[src/rtl/exception_pkg.sv]
// Exception record shared between the commit stage and CP0, plus the
// architectural exception codes and vector constants.
package exception_pkg;

  localparam logic [4:0] CODE_INT  = 5'd0;
  localparam logic [4:0] CODE_MOD  = 5'd1;
  localparam logic [4:0] CODE_TLBL = 5'd2;
  localparam logic [4:0] CODE_TLBS = 5'd3;
  localparam logic [4:0] CODE_ADEL = 5'd4;
  localparam logic [4:0] CODE_ADES = 5'd5;
  localparam logic [4:0] CODE_SYS  = 5'd8;
  localparam logic [4:0] CODE_BP   = 5'd9;
  localparam logic [4:0] CODE_RI   = 5'd10;
  localparam logic [4:0] CODE_CPU  = 5'd11;
  localparam logic [4:0] CODE_OV   = 5'd12;

  localparam logic [31:0] EXC_ENTRY      = 32'hbfc0_0380;
  localparam logic [31:0] EXC_BASE_BEV0  = 32'h8000_0000;
  localparam logic [31:0] OFFSET_GENERAL = 32'h0000_0180;

  typedef struct packed {
    logic        valid;
    logic [31:0] pc;
    logic [31:0] location;
    logic        in_delay_slot;
    logic [4:0]  code;
    logic [31:0] badvaddr;
    logic [2:0]  ce;
  } exception_t;

endpackage

[src/rtl/cp0_pkg.sv]
// CP0 register numbers, field positions, write masks and register bundle.
package cp0_pkg;
  import exception_pkg::*;

  localparam logic [4:0] CP0_BADVADDR = 5'd8;
  localparam logic [4:0] CP0_COUNT    = 5'd9;
  localparam logic [4:0] CP0_COMPARE  = 5'd11;
  localparam logic [4:0] CP0_STATUS   = 5'd12;
  localparam logic [4:0] CP0_CAUSE    = 5'd13;
  localparam logic [4:0] CP0_EPC      = 5'd14;

  localparam int ST_BEV = 22;
  localparam int ST_EXL = 1;
  localparam int ST_IE  = 0;

  localparam logic [31:0] STATUS_WMASK = 32'h0040_ff03;
  localparam logic [31:0] STATUS_RST   = 32'h0040_0000;

  localparam logic [31:0] VEC_BEV1 = EXC_ENTRY;
  localparam logic [31:0] VEC_BEV0 = EXC_BASE_BEV0 + OFFSET_GENERAL;

  // Cause is kept as separate fields; TI lives in the timer.
  typedef struct packed {
    logic [31:0] status;
    logic [31:0] epc;
    logic [31:0] badvaddr;
    logic        cause_bd;
    logic [1:0]  cause_ce;
    logic [7:0]  cause_ip;
    logic [4:0]  cause_exccode;
  } cp0_regs_t;

  localparam cp0_regs_t CP0_REGS_RST = '{
    status:        STATUS_RST,
    epc:           32'h0,
    badvaddr:      32'h0,
    cause_bd:      1'b0,
    cause_ce:      2'b0,
    cause_ip:      8'h0,
    cause_exccode: 5'h0
  };

  // Address-related exceptions capture the faulting address.
  function automatic logic is_addr_exc(input logic [4:0] code);
    return (code == CODE_ADEL) || (code == CODE_ADES) || (code == CODE_TLBL) ||
           (code == CODE_TLBS) || (code == CODE_MOD);
  endfunction

endpackage

[src/rtl/cp0_timer.sv]
// Count/Compare timer: Count advances every other cycle, TI latches on match.
module cp0_timer (
  input  logic        clk,
  input  logic        resetn,
  input  logic        count_we,
  input  logic        compare_we,
  input  logic [31:0] wdata,
  output logic [31:0] count,
  output logic [31:0] compare,
  output logic        ti
);

  logic        tick_q;
  logic [31:0] count_q;
  logic [31:0] compare_q;
  logic        ti_q;

  // Half-rate tick, Count/Compare update and sticky TI (Compare write wins).
  always_ff @(posedge clk or negedge resetn) begin
    if (!resetn) begin
      tick_q    <= 1'b0;
      count_q   <= 32'h0;
      compare_q <= 32'h0;
      ti_q      <= 1'b0;
    end else begin
      tick_q <= ~tick_q;
      if (count_we)
        count_q <= wdata;
      else if (tick_q)
        count_q <= count_q + 32'd1;
      if (compare_we)
        compare_q <= wdata;
      if (compare_we)
        ti_q <= 1'b0;
      else if (count_q == compare_q)
        ti_q <= 1'b1;
    end
  end

  assign count   = count_q;
  assign compare = compare_q;
  assign ti      = ti_q;

endmodule

[src/rtl/cp0_exception_unit.sv]
// CP0 architectural state, exception/eret redirect and interrupt pending.
module cp0_exception_unit
  import exception_pkg::*;
  import cp0_pkg::*;
(
  input  logic        clk,
  input  logic        resetn,
  input  exception_t  exc_in,
  input  logic        eret,
  input  logic        mtc0_en,
  input  logic [4:0]  mtc0_addr,
  input  logic [31:0] mtc0_data,
  input  logic [4:0]  mfc0_addr,
  output logic [31:0] mfc0_data,
  input  logic [5:0]  ext_int,
  output logic        int_pending,
  output logic        redirect_valid,
  output logic [31:0] redirect_pc
);

  cp0_regs_t   regs_q;
  cp0_regs_t   regs_d;
  logic        redirect_valid_d;
  logic [31:0] redirect_pc_d;
  logic        wr_ok;
  logic        count_we;
  logic        compare_we;
  logic [31:0] count;
  logic [31:0] compare;
  logic        ti;
  logic [31:0] cause_word;
  logic        unused_exc;

  assign unused_exc = ^{exc_in.pc, exc_in.ce[2]};

  // An exception in the same cycle swallows any mtc0, including timer writes.
  assign wr_ok      = mtc0_en & ~exc_in.valid;
  assign count_we   = wr_ok & (mtc0_addr == CP0_COUNT);
  assign compare_we = wr_ok & (mtc0_addr == CP0_COMPARE);

  cp0_timer u_timer (
    .clk        (clk),
    .resetn     (resetn),
    .count_we   (count_we),
    .compare_we (compare_we),
    .wdata      (mtc0_data),
    .count      (count),
    .compare    (compare),
    .ti         (ti)
  );

  // Next architectural state: exception beats eret, eret's EXL clear beats mtc0.
  always_comb begin
    regs_d                = regs_q;
    redirect_valid_d      = 1'b0;
    redirect_pc_d         = redirect_pc;
    regs_d.cause_ip[7:2]  = {ext_int[5] | ti, ext_int[4:0]};
    if (exc_in.valid) begin
      if (!regs_q.status[ST_EXL]) begin
        regs_d.epc      = exc_in.in_delay_slot ? exc_in.location - 32'd4 : exc_in.location;
        regs_d.cause_bd = exc_in.in_delay_slot;
      end
      regs_d.status[ST_EXL] = 1'b1;
      regs_d.cause_exccode  = exc_in.code;
      if (is_addr_exc(exc_in.code))
        regs_d.badvaddr = exc_in.badvaddr;
      if (exc_in.code == CODE_CPU)
        regs_d.cause_ce = exc_in.ce[1:0];
      redirect_valid_d = 1'b1;
      redirect_pc_d    = regs_q.status[ST_BEV] ? VEC_BEV1 : VEC_BEV0;
    end else begin
      if (mtc0_en) begin
        case (mtc0_addr)
          CP0_STATUS: regs_d.status = (regs_q.status & ~STATUS_WMASK) | (mtc0_data & STATUS_WMASK);
          CP0_CAUSE:  regs_d.cause_ip[1:0] = mtc0_data[9:8];
          CP0_EPC:    regs_d.epc = mtc0_data;
          default:    ;
        endcase
      end
      if (eret) begin
        regs_d.status[ST_EXL] = 1'b0;
        redirect_valid_d      = 1'b1;
        redirect_pc_d         = regs_q.epc;
      end
    end
  end

  // State and redirect registers.
  always_ff @(posedge clk or negedge resetn) begin
    if (!resetn) begin
      regs_q         <= CP0_REGS_RST;
      redirect_valid <= 1'b0;
      redirect_pc    <= 32'h0;
    end else begin
      regs_q         <= regs_d;
      redirect_valid <= redirect_valid_d;
      redirect_pc    <= redirect_pc_d;
    end
  end

  assign cause_word = {regs_q.cause_bd, ti, regs_q.cause_ce, 12'h0,
                       regs_q.cause_ip, 1'b0, regs_q.cause_exccode, 2'b00};

  // Combinational register read; unimplemented numbers return zero.
  always_comb begin
    mfc0_data = 32'h0;
    case (mfc0_addr)
      CP0_BADVADDR: mfc0_data = regs_q.badvaddr;
      CP0_COUNT:    mfc0_data = count;
      CP0_COMPARE:  mfc0_data = compare;
      CP0_STATUS:   mfc0_data = regs_q.status;
      CP0_CAUSE:    mfc0_data = cause_word;
      CP0_EPC:      mfc0_data = regs_q.epc;
      default:      mfc0_data = 32'h0;
    endcase
  end

  assign int_pending = regs_q.status[ST_IE] & ~regs_q.status[ST_EXL] &
                       (|(regs_q.cause_ip & regs_q.status[15:8]));

endmodule

[config.mk]
export PLATFORM = sky130hd
export DESIGN_NAME = cp0_exception_unit
export DESIGN_NICKNAME = d
export VERILOG_FILES = /design/src/rtl/exception_pkg.sv /design/src/rtl/cp0_pkg.sv /design/src/rtl/cp0_timer.sv /design/src/rtl/cp0_exception_unit.sv
export SDC_FILE = /design/constraint.sdc
export NUM_CORES = 1
export LEC_CHECK = 0
export ABC_AREA = 1
export CORE_UTILIZATION = 50
export DETAILED_ROUTE_END_ITERATION = 6
export PLACE_DENSITY = 0.88
export SYNTH_ARGS = -nofsm -noshare
export SYNTH_HDL_FRONTEND = slang
export SYNTH_SLANG_ARGS = --single-unit
[constraint.sdc]
create_clock -name clk -period 2.9 [get_ports clk]
set_input_delay 0.435 -clock clk [delete_from_list [all_inputs] [get_ports clk]]
set_output_delay 0.435 -clock clk [all_outputs]
set_load 0.01 [all_outputs]
==> results.toml <==
[setup_path]
cp-end-kind = "primary output"
required_ns = 2.47
cpLargestDelayFamily = "buffers and inverters"
path_buf_inv = 5
r2r_slack_ns = 0.91
critical_path_class = "in2out"
reg2reg_from = "u_timer.count[1]$_DFFE_PN0P_"
regToRegEndpoint = "u_timer.count[28]$_DFFE_PN0P_"
critPathLaunchType = "input port"
path_max_fanout = 21
critical_path.startpoint = "mfc0_addr[0]"
critPathCapture = "mfc0_data[3]"
cp.arrival_ns = 2.41
cp.depth = 8
cpMaxStageDelayCell = "clkdlybuf4s50_1"
crit_chain = "clkdlybuf4s50_1, inv_1, nand4_1, clkinv_1, buf_12, a22oi_1, o2111ai_1, dlygate4sd2_1"
crit_path_max_incr_delay_ns = 0.54
worstRegToRegCells = 11

[floorplanning]
initial_core_util_pct = 50.8
die_y_um = 148
core-area_um2 = 21000
dieArea_um2 = 21900
placementRows = 53
pin_count = 224
die_w_um = 148

[global_route]
antenna_found_initial = 0
overflow = 0
grt_pass1_vias = 10600
grt_pass1_wl_um = 57300
grt_max_degree = 73
grt_use_total_pct = 34.8

[timing]
worst_slew_pin_slew_ns = 1.30
slew_violations = 0
fin_ws_ns = 0.0522
maxSlewHeadroom_pct = 13.3
clock_skew_ns = 0.0110
hold_slack_ns = -0.0187
rsz0062_at_grt = "false"
finalHoldViolCount = 4
post-route-period-util_pct = 98.2
final.min_clock_period_ns = 2.85
setup_viol = 0
fmax_ghz = 0.351

[layout]
antenna_cells = 0
syn2layout_area_growth_pct = 28.5
mostFrequentLayoutCell = "nand2_1"
final_cell_mix = "nand2_1, dfrtp_1, clkdlybuf4s50_1"
regArea_um2 = 4760
nets = 1768
multi_input_area_um2 = 5100
nFillCells = 1780
post-route-util_pct = 65.3
drive_above_1_share_pct = 6.98
fin_cells = 1895
final_area_um2 = 13700

[routing]
num_vias = 11000
routed_wl_um = 37200
route.detailed.drc = 0
drt_iter0_drc = 1293
wl_per_cell_um = 19.6
vias_per_cell = 5.83
first_pass_iters = 5
ant_nets = 0

[yosys]
synth_area_um2 = 10600
avgSynthCellArea_um2 = 7.57
synth_cell_types = 48
yosys_warnings = 0
synth_seq_cells = 190
synth-edff-count = 0
syn_nets = 1567
ys_seq_area_share_pct = 44.7
ys.flop_type = "dfrtp_1"
async_flop_share_pct = 100
synthCells = 1407

[clock_network]
cts_root_buffer = "clkbuf_16"
numCtsBuffers = 17
cts_tree = "done"
htreeDepth = 4
clkLatencyLatePin_ns = 0.44
clk_pin_slew_ns = 0.07
clk_path_buf_depth = 2
clkSinkCount = 190

[power_and_ir_drop]
peakVddDrop_mv = 0.407
p_per_area_nw_per_um2 = 549
p_leak_nw = 6.37

[placed_design]
place_area_um2 = 13100
hpwl_um = 27900
dp.cells = 1864
place_ws_ns = -0.202
gp_congestion = 0.967
io_buffers = 190

[run_status]
violations = "hold timing"
status = "complete, but fails checks"

[run]
maxCapViolCount = 0

[min_path]
hp-class = "in2async"
==> area by class of cell <==
class	count	area share, %
Clock inverter	12	0.951
Sequential cell	190	34.8
Inverter	144	3.97
Clock buffer	19	3.31
Multi-Input combinational cell	1015	37.3
Timing Repair Buffer	240	17.2
Tap cell	275	2.52
==> kinds of logic (layout without fill, tap and decap cells) <==
| kind of cell | count (synthesis) | in the layout | synth area share, % |
|---|---|---|---|
| AND/OR/NAND/NOR | 690 | 690 | 27.1 |
| AO/OA/AOI/OAI | 266 | 266 | 15.6 |
| buffers and inverters | 202 | 415 | 7.70 |
| flip-flops | 190 | 190 | 44.7 |
| XOR/XNOR | 55 | 55 | 4.52 |
| adder cells (fa/ha/maj) | 2 | 2 | 0.235 |
| multiplexers | 2 | 2 | 0.212 |
==> power breakdown <==
part           switching [mW]  internal (mW)
sequential              0.454           3.08
combinational           0.880          0.726
clock                    1.11           1.25
total                    2.44           5.06
==> worst min path at each step <==
| stage | startpoint | endpoint | slack, ns | depth (start not counted) |
|---|---|---|---|---|
| global route | resetn | redirect_pc[13]$_DFFE_PN0P_ | 0.04 | 1 |
| global placement | regs_q[41]$_DFFE_PN0P_ | regs_q[41]$_DFFE_PN0P_ | 0.46 | 2 |
| finish | resetn | redirect_pc[13]$_DFFE_PN0P_ | -0.02 | 1 |
| floorplan | resetn | cause_word[10]$_DFF_PN0_ | 0.14 | 0 |
| CTS | resetn | redirect_pc[13]$_DFFE_PN0P_ | 0.02 | 1 |
| detailed placement | regs_q[41]$_DFFE_PN0P_ | regs_q[41]$_DFFE_PN0P_ | 0.46 | 2 |
==> metal layers <==
layer	global-route usage (%)	share of wire [%]	vias to the layer above
met2	54.0	44	687
li1	-	-	5028
met5	0	0	-
met4	20.4	7.0	0
met1	45.1	39	5185
met3	7.07	9.7	144
==> synthesized netlist by cell type (2+ instances only) <==
cell type	count	area share (%)
xnor2_1	31	2.6
nand3_1	91	4.3
o2111ai_1	19	1.6
nor2_1	135	4.8
a221oi_1	2	0.16
o21ai_1	3	0.14
a21oi_1	61	2.9
dfrtp_1	189	44
o22ai_1	24	1.4
nor3_1	13	0.61
xor2_1	24	2.0
and2_1	2	0.12
nand2_4	2	0.21
o21bai_1	9	0.63
nand4_2	2	0.24
or2_2	3	0.18
mux2_2	2	0.21
a31oi_1	6	0.35
clkbuf_2	3	0.14
o21ai_0	84	3.9
a22oi_1	22	1.6
inv_2	2	0.071
nand2_1	416	15
a22o_1	10	0.82
inv_1	140	4.9
o211ai_1	12	0.85
buf_6	3	0.32
a21o_1	3	0.21
clkbuf_1	32	1.1
buf_4	3	0.21
nor2_4	5	0.53
ha_1	2	0.24
nand2_2	3	0.18
o221ai_1	8	0.66
buf_2	17	0.80
nand4_1	12	0.71
==> state kept, by name, indices dropped and copies added, names as in the netlist <==
name             count
cause_word          16
redirect_pc         32
redirect_valid       1
regs_q              75
u_timer.compare     32
u_timer.count       32
u_timer.ti           1
u_timer.tick_q       1
==> repair_timing <==
item	4_1_cts	5_1_grt
hold buffers	0	0
pin swaps	1	1
endpoints found under the setup margin	32	8
buffers inserted	0	0
resized for setup	27	12
gates cloned	0	0
==> per-stage QoR <==
| step | TNS, ns | power [mW] | hold WS [ns] |
|---|---|---|---|
| after global routing | 0 | 7.80 | 0.0441 |
| after global placement | -1.92 | 5.07 | 0.457 |
| final | 0 | 7.50 | -0.0187 |
| after CTS | 0 | 7.47 | 0.0232 |
| after detailed placement | -2.89 | 5.13 | 0.459 |
| after floorplan | 0 | 4.36 | 0.139 |
Note: power is estimated with default switching activity, not from simulation.
